**src/rtl/shifter8_pkg.sv**
```systemverilog
// Shared definitions for the 8-bit shifter: operation codes and datapath widths.
package shifter8_pkg;

  localparam int unsigned DATA_W  = 8;
  localparam int unsigned SHAMT_W = 2;

  // Codes 3'b101..3'b111 are intentionally left unnamed; they decode as hold.
  typedef enum logic [2:0] {
    OP_NOP  = 3'b000,
    OP_LOAD = 3'b001,
    OP_LSL  = 3'b010,
    OP_LSR  = 3'b011,
    OP_ASR  = 3'b100
  } op_e;

endpackage

```
**src/rtl/shifter8_next.sv**
```systemverilog
// Next-state logic for shifter8: per-amount shift muxes and the final op select.
module shifter8_next
  import shifter8_pkg::*;
(
  input  logic [2:0] op,
  input  logic [1:0] shamt,
  input  logic [7:0] d_in,
  input  logic [7:0] q,
  output logic [7:0] q_next
);

  logic [DATA_W-1:0] w_lsl;
  logic [DATA_W-1:0] w_lsr;
  logic [DATA_W-1:0] w_asr;

  always_comb begin
    w_lsl = q;
    w_lsr = q;
    w_asr = q;
    case (shamt)
      2'd0: begin
        w_lsl = q;
        w_lsr = q;
        w_asr = q;
      end
      2'd1: begin
        w_lsl = {q[6:0], 1'b0};
        w_lsr = {1'b0, q[7:1]};
        w_asr = {q[7], q[7:1]};
      end
      2'd2: begin
        w_lsl = {q[5:0], 2'b00};
        w_lsr = {2'b00, q[7:2]};
        w_asr = {{2{q[7]}}, q[7:2]};
      end
      2'd3: begin
        w_lsl = {q[4:0], 3'b000};
        w_lsr = {3'b000, q[7:3]};
        w_asr = {{3{q[7]}}, q[7:3]};
      end
      default: begin
        w_lsl = q;
        w_lsr = q;
        w_asr = q;
      end
    endcase
  end

  always_comb begin
    q_next = q;
    case (op)
      OP_LOAD: q_next = d_in;
      OP_LSL:  q_next = w_lsl;
      OP_LSR:  q_next = w_lsr;
      OP_ASR:  q_next = w_asr;
      default: q_next = q;
    endcase
  end

endmodule

```
**src/rtl/shifter8.sv**
```systemverilog
// 8-bit shift register: load, logical and arithmetic shifts by 0..3,
// asynchronous active-low clear.
module shifter8
  import shifter8_pkg::*;
(
  input  logic       clk,
  input  logic       reset_n,
  input  logic [2:0] op,
  input  logic [1:0] shamt,
  input  logic [7:0] d_in,
  output logic [7:0] d_out
);

  logic [DATA_W-1:0] r_q;
  logic [DATA_W-1:0] w_q_next;

  shifter8_next u_next (
    .op     (op),
    .shamt  (shamt),
    .d_in   (d_in),
    .q      (r_q),
    .q_next (w_q_next)
  );

  always_ff @(posedge clk or negedge reset_n) begin
    if (!reset_n) r_q <= '0;
    else          r_q <= w_q_next;
  end

  assign d_out = r_q;

endmodule

```
**config.mk**
```make
export PLATFORM = sky130hd
export DESIGN_NAME = shifter8
export DESIGN_NICKNAME = d
export VERILOG_FILES = /design/src/rtl/shifter8_pkg.sv /design/src/rtl/shifter8_next.sv /design/src/rtl/shifter8.sv
export SDC_FILE = /design/constraint.sdc
export NUM_CORES = 1
export LEC_CHECK = 0
export CELL_PAD_IN_SITES_DETAIL_PLACEMENT = 0
export CELL_PAD_IN_SITES_GLOBAL_PLACEMENT = 1
export CORE_MARGIN = 5
export CORE_UTILIZATION = 33
export DETAILED_ROUTE_END_ITERATION = 6
export PLACE_DENSITY = 0.8
export SLEW_MARGIN = 10
export SYNTH_ARGS = -nofsm -noshare
export SYNTH_HDL_FRONTEND = slang
export SYNTH_HIERARCHICAL = 1
export SYNTH_SLANG_ARGS = --single-unit
```
**constraint.sdc**
```tcl
create_clock -name clk -period 1.3 [get_ports clk]
set_clock_uncertainty 0.05 [all_clocks]
set_input_delay 0.13 -clock clk [delete_from_list [all_inputs] [get_ports clk]]
set_output_delay 0.13 -clock clk [all_outputs]
set_load 0.03 [all_outputs]
```
Word-level counts from Yosys, hierarchy flattened. Index checks and enable logic that the tools add are counted. Widths: inputs -> output; s select.

Bits in registers: 8. Bits in latches: 0. RAM bits: 0. Bits in read-only memories: 0. Input bits: 15. Output and inout port bits: 8. Word-level logic and storage cells: 23. Memories: 0.

Add/sub/neg operators: 0. Multiply operators: 0. Divide/modulo/power cells: 0. Magnitude comparators: 0. Equality and inequality tests: 13. Shifts and indexed selects: 0. Muxes and demuxes: 4. Bitwise logic cells: 0. Reduce and logical (&&, ||, !) cells: 4.

Operators with widths (number): $pmux 8 s3 (2); $pmux 8 s4 (1); $pmux 7 s3 (1); $ne 2x2->1 const B (6); $reduce_and 7->1 (1); $eq 3x2->1 const B (2); $eq 2x2->1 const B (2); $reduce_and 4->1 (1); $reduce_bool 4->1 (1); $eq 3x1->1 const B (1); $eq 3x3->1 const B (1); $eq 2x1->1 const B (1); $logic_not 2->1 (1).

Longest topological paths before layout. Gate-level depths: netlist (run 1).

Depth in word-level cells: 3. Depth in mapped cells: 7. Depth with buffers taken out: 4.

Modules after synthesis. Netlist (run 1), hierarchy kept.

By module, submodules not included: shifter8_next (times used 1, cells each 124, area each 867.1 µm², sequential area each 0.0 µm²); shifter8 (times used 1, cells each 8, area each 200.2 µm², sequential area each 200.2 µm²).

Worst setup path before layout (run 1). OpenSTA, ideal clock, no wires.

Kind: register to register. Start point: reg r_q[5], in the netlist d_out[5]. End point: reg r_q[2], in the netlist d_out[2]. Library setup time: 0.121 ns. Arrival: 1.411 ns. Required time: 1.129 ns. Slack: -0.282 ns. Stages on the path, launching flop included: 6. Path buffers: 1. Period minus slack after synthesis: 1.582 ns. Cells stage by stage: dfrtp_1 > clkbuf_1 > mux2_2 > mux2i_1 > o211ai_1 > and4b_1.

Cells in the longest elaborated chain, start to end: 2. Elaborated cells on any way between the ends: 3. Those cells by class: mux (3).

Ends and longest elaborated chain: start: declaration (RTL line shifter8.sv:14) `logic [DATA_W-1:0] r_q;`; start signal: assignment (RTL line shifter8.sv:27) `else r_q <= w_q_next;`; $pmux 7 s3 / $pmux 8 s3 (equally long branches) (RTL line shifter8_next.sv:20) `case (shamt)`; $pmux 8 s4 * (RTL line shifter8_next.sv:51) `case (op)`; net w_q_next[2] (RTL line shifter8.sv:15) `logic [DATA_W-1:0] w_q_next;`.

Mark *: on every way through the listed nets, which the timed path passes. The rest lies on a longest branch. The select of a mux whose other input is x is not followed. A chain may end at the register's enable or synchronous reset.

Worst setup path in the final report (run 1). Same ends and word-level chain as after synthesis.

==> flow_summary_export.csv, run 1 <==
group,metric,value,unit
layout,final_common_cell,"buf_4",
synthesis,yosys.area_share.adder,0,
sta,fmaxAchievable,0.713,GHz
sta,hold_violations,0,
synthesis,synth_top_family_by_area,"compound AO/OA/AOI/OAI gates",
layout,area_growth,65.2,%
route,drtIter0Drc,52,
sta,rsz0062_at_grt,"true",
route,firstDrtPassIters,4,
placed_design,hpwl,2710,um
layout,final_cell_mix,"45 x buf_4, 15 x a21oi_1, 9 x clkdlybuf4s50_1, 9 x nand2b_1",
sta,finalSetupViolCount,5,
grt,grt_pass1_wl,6210,um
die,dieWidth,66.9,um
synthesis,synth_edf_count,0,
sta,tns,-0.215,ns
min_path,hold_class,"input port to async pin",
layout,multi_input_area,841,um^2
cts,cts_tree,"done",
sta,slew_violations,0,
pwr,ir_worst_vdd,0.250,mV
grt,antenna_found_initial,0,
cts,clockBufferDepth,2,
setup_path,rr_worst_depth,4,
grt,grt_max_degree,13,
die,die_y,66.9,um
sta,max_slew_margin,0.699,
synthesis,ys_dominant_reg_cell,"dfrtp_1",
cts,insertion_delay,0.27,ns
layout,antennaDiodeCount,0,
pwr,power.leakage,0.761,nW
synthesis,syn_area,1070,um^2
sta,worstMarginPinSlew,0.450,ns
placed_design,placed_area,1580,um^2
setup_path,start_kind,"register",
placed_design,portBuffers,22,
cts,root_buffer,"clkbuf_4",
synthesis,yosys.area_share.simple,0.304,
cts,clock-sinks,8,
sta,final.min_clock_period,1.40,ns
setup_path,crit_path_end_kind,"register",
die,ios,23,
setup_path,critPathSlowestCell,"dfrtp_2",
layout,largest_reg_flops,8,
setup_path,crit_path_max_fanout,6,
setup_path,regToRegSetupSlack,-0.10,ns
setup_path,cp_data_arrival_time,1.50,ns
route,wl_per_cell,16.3,um
die,dieArea,4470,um^2
route,num_vias,1289,
cts,htreeDepth,1,
cts,cts_buffers,3,
outcome,status,"finished with violations",
route,drt-vias-per-instance,5.42,
synthesis,synth_seq_cells,8,
layout,fill_cells,276,
synthesis,ys_seq_area_frac,0.188,
route,ant_nets,0,
placed_design,place_congestion,0.862,
setup_path,r2r_start,"d_out[5]",
layout,utilization,0.573,
sta,min_period_over_period,1.08,
outcome,violations,"setup timing",
synthesis,syn_avg_cell_area,8.09,um^2
setup_path,critPathMaxStageDelay,0.47,ns
layout,drive_above_1_share,0.454,
flow_run,max-cap-violations,0,
layout,seqCellArea,205,um^2
synthesis,synthArstFlopShare,1.00,
pwr,powerDensity,890,nW/um^2
layout,postLayoutCellArea,1760,um^2
die,rows,20,
die,coreArea,3080,um^2
synthesis,syn_nets,147,
synthesis,ys_warn_count,6,
layout,nNetsFinal,210,
synthesis,syn_inst,132,
grt,grt_pass1_vias,1331,
synthesis,synthXorXnorAreaFrac,0,
sta,fin_ws,-0.103,ns
setup_path,timing.rr.end,"d_out[2]",
synthesis,yosysUniqueCellTypes,49,
route,wirelength,3880,um
synthesis,synth-compound-area-share,0.322,
setup_path,criticalPathCategory,"register to register",
grt,grt_usage,0.186,
die,initial_core_util,0.347,
setup_path,crit_required,1.40,ns
setup_path,path_cells,"mux2_4 > mux2i_2 > o211ai_1 > and4b_1",
cts,clk_pin_slew_worst_paths,0.08,ns
grt,grt-ovfl-total,0,
route,drc,0,
synthesis,yosys-mux-area-fraction,0.0914,
## metrics by stage
step | std cells | hold slack [ns] | setup slack, ns | power [mW]
floorplan | 132 | -0.216 | -0.178 | 0.870
global placement | 227 | 0.425 | -0.495 | 1.22
detailed placement | 227 | 0.435 | -0.531 | 1.24
CTS | 238 | 0.139 | -0.102 | 1.55
global route | 238 | 0.163 | -0.137 | 1.66
finish | 238 | 0.114 | -0.103 | 1.57
## report_power, final
part / internal, mW / switching, mW / leakage (nW)
clock: 0.119 / 0.118 / 0.0150
sequential: 0.307 / 0.0830 / 0.0895
combinational: 0.489 / 0.454 / 0.656
## metal layers
layer | track usage | routed length, um | vias to the layer above | part of all wire
met2 | 0.329 | 1920 | 46 | 0.50
met4 | 0.0759 | 112 | 0 | 0.029
met3 | 0.0304 | 185 | 13 | 0.048
met5 | 0 | 0 | - | 0
met1 | 0.220 | 1660 | 613 | 0.43
li1 | - | - | 617 | -
## how the worst max path moves through the flow
stage / start / endpoint / slack, ns / cells after the start
finish: d_out[5] / d_out[2] / -0.10 / 4
global route: d_out[5] / d_out[2] / -0.14 / 4
CTS: d_out[5] / d_out[2] / -0.10 / 4
detailed placement: shamt[1] / d_out[6] / -0.53 / 6
global placement: shamt[1] / d_out[4] / -0.49 / 6
floorplan: d_out[5] / d_out[2] / -0.18 / 5
## synthesized netlist by cell type (all sizes together), types with 4 or more instances
cell type  number  area, um^2
a21oi          15        75.1
buf            10        73.8
nand2b         10        62.6
dfrtp           8         200
nand2           7        26.3
nor2            7        28.8
mux2i           6        63.8
nor2b           6        37.5
nor3            6        30.0
o211ai          6        50.1
clkbuf          4        16.3
nor3b           4        41.3
## area by class of cell
class	count	area share
Clock buffer	4	0.0149
Tap cell	44	0.0312
Sequential cell	8	0.116
Multi-Input combinational cell	107	0.477
Timing Repair Buffer	72	0.354
Inverter	3	0.00639
## worst max-delay path, delay by kind of cell (launching register included)
family / cells / cell delay, ns
AO/OA/AOI/OAI: 1 / 0.10
flip-flops: 1 / 0.47
multiplexers: 2 / 0.47
AND/OR/NAND/NOR: 1 / 0.19
## logic make-up (layout without fill, tap and decap cells)
| kind of cell | Yosys count | in the layout |
|---|---|---|
| simple gates | 53 | 53 |
| compound gates | 45 | 45 |
| buf+inv | 17 | 79 |
| mux | 9 | 9 |
| flops | 8 | 8 |
## what timing repair did
item                       in CTS  in global routing
gates cloned                    2                  0
setup buffers                   6                  1
resized for setup              29                  6
setup endpoints to repair      11                  9
pin swaps                      10                  8
hold buffers                    0                  0
(Power assumes the default switching activity.)
==> inputs of run 2 (changes only) <==
--- a/config.mk
+++ b/config.mk
@@ -5,12 +5,11 @@
 export SDC_FILE = /design/constraint.sdc
 export NUM_CORES = 1
 export LEC_CHECK = 0
-export CELL_PAD_IN_SITES_DETAIL_PLACEMENT = 0
-export CELL_PAD_IN_SITES_GLOBAL_PLACEMENT = 1
+export CAP_MARGIN = 20
 export CORE_MARGIN = 5
-export CORE_UTILIZATION = 33
+export CORE_UTILIZATION = 46
 export DETAILED_ROUTE_END_ITERATION = 6
-export PLACE_DENSITY = 0.8
+export PLACE_DENSITY = 0.81
 export SLEW_MARGIN = 10
 export SYNTH_ARGS = -nofsm -noshare
 export SYNTH_HDL_FRONTEND = slang
==> run 2 against run 1 <==
The run still ends with setup timing left. Sequential power rose by 1%. Combinational power fell by 0.7%. Utilization rose by 19 points. Non-clock buffer count fell by 7. Clock power barely moved. Cell area fell by 4.8%. Worst setup slack got worse by 0.012 ns. Via count rose by 1.7%. Critical path depth did not move. Fmax fell by 0.86%. Global-route usage rose by 4.8 points. Flip-flop and latch count did not move. Critical path type unchanged. Critical endpoint unchanged. Largest power group unchanged.
==> flow_summary_export.csv, run 2 (synthesis results as in run 1) <==
group,metric,value,unit
outcome,status,"finished with violations",
outcome,violations,"setup timing",
cts,cts_tree,"done",
route,drtIter0Drc,62,
pwr,finalPower,1.56,mW
cts,cts_hold_buffers,0,
die,ios,23,
die,coreArea,2210,um^2
setup_path,path_cells,"mux2_4 > mux2i_2 > o211ai_1 > and4b_1",
sta,max_slew_margin,0.715,
route,wl_per_cell,17.5,um
setup_path,crit_path_end_kind,"register",
grt,grt_use_met3,0.0512,
layout,largest_reg_flops,8,
die,die_y,58.2,um
grt,grt_pass1_vias,1314,
cts,clockBufferDepth,2,
setup_path,critPathMaxStageDelay,0.47,ns
die,initial_core_util,0.482,
cts,insertion_delay,0.27,ns
setup_path,criticalPathCategory,"register to register",
die,dieWidth,58.2,um
pwr,power_frac_comb,0.598,
pwr,power.leakage,0.720,nW
cts,clk_pin_slew_worst_paths,0.07,ns
sta,slew_violations,0,
sta,fin_ws,-0.115,ns
layout,final_cell_mix,"43 x buf_4, 14 x a21oi_1, 10 x nand2b_1",
pwr,internal_power,0.902,mW
setup_path,crit_path_max_fanout,6,
grt,grt.busiest_layer,"met2",
die,dieArea,3380,um^2
cts,clock-sinks,8,
grt,grt_usage,0.234,
sta,final.min_clock_period,1.41,ns
sta,rsz0062_at_grt,"true",
sta,min_period_over_period,1.09,
setup_path,critPathSlowestCell,"dfrtp_2",
layout,drive_above_1_share,0.428,
sta,tns,-0.332,ns
setup_path,cp_data_arrival_time,1.52,ns
route,firstDrtPassIters,4,
setup_path,cp_top_family,"multiplexers",
cts,cts_buffers,3,
cts,root_buffer,"clkbuf_4",
setup_path,crit_buf_inv,0,
pwr,p_switching,0.662,mW
sta,finalSetupViolCount,4,
sta,worstMarginPinSlew,0.426,ns
route,wirelength,3770,um
die,rows,17,
setup_path,start_kind,"register",
layout,final_common_cell,"buf_4",
sta,fmaxAchievable,0.707,GHz
layout,nNetsFinal,203,
placed_design,hpwl,2580,um
flow_run,max-cap-violations,0,
grt,grtUsageMet2,0.392,
cts,htreeDepth,1,
layout,fill_cells,165,
placed_design,portBuffers,22,
pwr,ir_worst_vdd,0.861,mV
route,drt-vias-per-instance,6.10,
grt,grt-ovfl-total,0,
grt,grt_pass1_wl,6070,um
grt,antenna_found_initial,0,
route,ant_nets,0,
pwr,clock_power_share,0.150,
pwr,swShare,0.423,
pwr,powerDensity,932,nW/um^2
placed_design,place_congestion,0.944,
setup_path,crit_required,1.40,ns
grt,use_met1,0.288,
min_path,hold_class,"input port to async pin",
layout,antennaDiodeCount,0,
layout,area_growth,57.3,%
layout,multi_input_area,843,um^2
pwr,seqPwrFrac,0.252,
grt,grt_max_degree,15,
layout,seqCellArea,205,um^2
route,drc,0,
route,num_vias,1311,
sta,hold_violations,0,
## run 2: cell types whose count changed in the layout (fill, tap and decap cells not counted), moves of 2 or more
cell and delta:
buf_4 -2, dlygate4sd2_1 -3, clkdlybuf4s15_1 +2, buf_6 -4
## run 2: power by group through the flow
stage	clock network [mW]	logic, mW	registers [mW]
3_3_place_gp	0	0.805	0.386
4_1_cts	0.238	0.880	0.388
3_5_place_dp	0	0.826	0.390
6_report	0.234	0.936	0.394
2_1_floorplan	0	0.400	0.470
5_1_grt	0.249	0.996	0.403
## run 2: per-stage QoR
step	hold WS, ns	utilization	setup slack [ns]	instance area [um^2]	instances
finish	0.111	0.759	-0.115	1680	215
global route	0.140	0.759	-0.163	1680	215
CTS	0.128	0.746	-0.108	1650	214
detailed placement	0.425	0.693	-0.587	1530	207
global placement	0.415	0.693	-0.500	1530	207
floorplan	-0.216	-	-0.178	1090	132
## run 2: cell type report
type	count	share of cell area
Clock buffer	4	0.0156
Timing Repair Buffer	65	0.332
Multi-Input combinational cell	107	0.502
Sequential cell	8	0.122
Inverter	3	0.00671
Tap cell	28	0.0209
## run 2: repair_timing
item,CTS,global route
buffers inserted,2,1
resized for setup,28,11
endpoints found under the hold margin,0,0
pin swaps,6,2
endpoints found under the setup margin,12,10
cloned,1,0
## run 2: final timing paths
kind | from | endpoint | slack [ns] | cells after the start
hold / removal | reset_n | d_out[5] | 0.11 | 1
hold reg to reg | d_out[1] | d_out[1] | 0.63 | 2
setup / recovery | d_out[3] | d_out[2] | -0.11 | 4
setup reg to reg | d_out[3] | d_out[2] | -0.11 | 4
min in group clk | op[2] | d_out[7] | 0.37 | 4
max in group asynchronous | reset_n | d_out[7] | 0.77 | 1
## run 2: per-layer routing
metal / share of wire / vias to the layer above
met5: 0 / -
met4: 0.029 / 0
met3: 0.11 / 17
met2: 0.48 / 83
met1: 0.38 / 606
li1: - / 605
==> inputs of run 3 (changes only) <==
--- a/config.mk
+++ b/config.mk
@@ -9,6 +9,7 @@
 export CORE_MARGIN = 5
 export CORE_UTILIZATION = 46
 export DETAILED_ROUTE_END_ITERATION = 6
+export GPL_ROUTABILITY_DRIVEN = 0
 export PLACE_DENSITY = 0.81
 export SLEW_MARGIN = 10
 export SYNTH_ARGS = -nofsm -noshare
==> run 3 against run 2 <==
Routed wire length increased by 8.0%. Flip-flop and latch count unchanged. Sequential power about the same. The flow still finishes with violations (setup timing). Register-to-register slack about the same. Critical endpoint is now d_out[5]. Global-route usage increased by 0.81 points. Fmax decreased by 0.11%. Die area unchanged. Critical path type unchanged. Utilization increased by 2.7 points. Via count increased by 5.6%. Hold slack improved by 0.020 ns. Combinational power increased by 8%. Worst setup slack got worse by 0.0015 ns.
==> flow_summary_export.csv, run 3 (synthesis results as in run 1) <==
group,metric,value,unit
setup_path,timing.rr.end,"d_out[5]",
cts,cts_hold_buffers,0,
min_path,hold_class,"input port to async pin",
cts,insertion_delay,0.27,ns
cts,clk_pin_slew_worst_paths,0.08,ns
setup_path,start_kind,"register",
setup_path,crit_path_max_fanout,5,
grt,grt_usage,0.242,
die,rows,17,
route,wirelength,4070,um
setup_path,critPathSlowestCell,"dfrtp_2",
placed_design,hpwl,2770,um
setup_path,r2r_start,"d_out[6]",
route,firstDrtPassIters,5,
setup_path,cp.depth,5,
route,ant_nets,0,
setup_path,criticalPathCategory,"register to register",
sta,slew_violations,0,
outcome,violations,"setup timing",
sta,fin_ws,-0.116,ns
setup_path,path_cells,"nand2b_1 > a311oi_2 > buf_4 > a221oi_2 > o211ai_2",
layout,area_growth,62.8,%
grt,grt-ovfl-total,0,
die,coreArea,2210,um^2
pwr,ir_worst_vdd,0.646,mV
flow_run,max-cap-violations,0,
outcome,status,"finished with violations",
sta,max_slew_margin,0.673,
route,drt-vias-per-instance,6.29,
layout,utilization,0.786,
sta,finalSetupViolCount,4,
layout,postLayoutCellArea,1740,um^2
placed_design,portBuffers,22,
die,dieWidth,58.2,um
die,dieArea,3380,um^2
sta,min_period_over_period,1.09,
setup_path,regToRegSetupSlack,-0.12,ns
setup_path,worstSetupStartpoint,"d_out[6]",
die,ios,23,
die,die_y,58.2,um
placed_design,placed_area,1550,um^2
pwr,powerDensity,942,nW/um^2
layout,finalNonFillerCells,220,
grt,antenna_found_initial,0,
setup_path,crit_path_end_kind,"register",
setup_path,crit_buf_inv,1,
layout,multi_input_area,873,um^2
cts,cts_tree,"done",
grt,grt_pass1_wl,6330,um
cts,root_buffer,"clkbuf_4",
sta,hold_violations,0,
grt,grt_pass1_vias,1409,
route,wl_per_cell,18.5,um
layout,antennaDiodeCount,0,
layout,final_cell_mix,"43 x buf_4, 14 x a21oi_1, 9 x clkdlybuf4s50_1, 9 x buf_6, 9 x nand2b_1",
cts,clockBufferDepth,2,
route,drtIter0Drc,103,
placed_design,placed_cells,211,
cts,cts_buffers,3,
layout,drive_above_1_share,0.469,
grt,grt_max_degree,13,
route,drc,0,
layout,nNetsFinal,208,
cts,htreeDepth,1,
cts,clock-sinks,8,
sta,worstMarginPinSlew,0.489,ns
die,initial_core_util,0.482,
setup_path,rr_worst_depth,5,
sta,rsz0062_at_grt,"true",
layout,largest_reg_flops,8,
setup_path,cp_top_family,"compound AO/OA/AOI/OAI gates",
sta,fmaxAchievable,0.706,GHz
layout,seqCellArea,206,um^2
route,num_vias,1384,
sta,hold_ws,0.131,ns
layout,fill_cells,149,
setup_path,endpoint,"d_out[5]",
setup_path,cp_data_arrival_time,1.50,ns
setup_path,crit_required,1.38,ns
layout,final_common_cell,"buf_4",
pwr,power.leakage,0.740,nW
setup_path,critPathMaxStageDelay,0.45,ns
sta,final.min_clock_period,1.42,ns
run 3: power by group:
part | internal [mW] | switching, mW | total [mW]
sequential | 0.308 | 0.0845 | 0.393
clock | 0.119 | 0.120 | 0.238
combinational | 0.509 | 0.498 | 1.01
total | 0.936 | 0.702 | 1.64
run 3: metrics by stage:
stage / power [mW] / TNS (ns) / worst slack, ns
after detailed placement: 1.23 / -4.08 / -0.618
after global routing: 1.73 / -0.490 / -0.127
after CTS: 1.52 / -0.236 / -0.113
final: 1.64 / -0.342 / -0.116
after floorplan: 0.870 / -0.575 / -0.178
after global placement: 1.20 / -3.66 / -0.509
run 3: area by class of cell:
class,count,area share
clock buffer,4,0.0151
tap,28,0.0202
multi-input combinational,107,0.503
inverter,3,0.00648
timing repair buffer,70,0.337
sequential,8,0.119
run 3: worst min-delay path by stage:
stage / slack [ns] / cells past startpoint / endpoint
floorplan: -0.22 / 0 / d_out[0]
global placement: 0.41 / 1 / d_out[0]
detailed placement: 0.42 / 1 / d_out[0]
CTS: 0.13 / 1 / d_out[2]
global route: 0.14 / 1 / d_out[2]
finish: 0.13 / 1 / d_out[2]
run 3: routing by layer:
metal	global-route usage	up-vias	routed length (um)	part of all wire
met5	0	-	0	0
met4	0.119	0	191	0.047
met3	0.0512	31	380	0.093
met2	0.426	85	1970	0.48
met1	0.274	655	1530	0.38
li1	-	613	-	-
run 3: timing repair:
item	in CTS	in global routing
setup endpoints to repair	12	10
cloned	1	0
resized for setup	26	28
buffers inserted	5	1
pin swaps	7	7
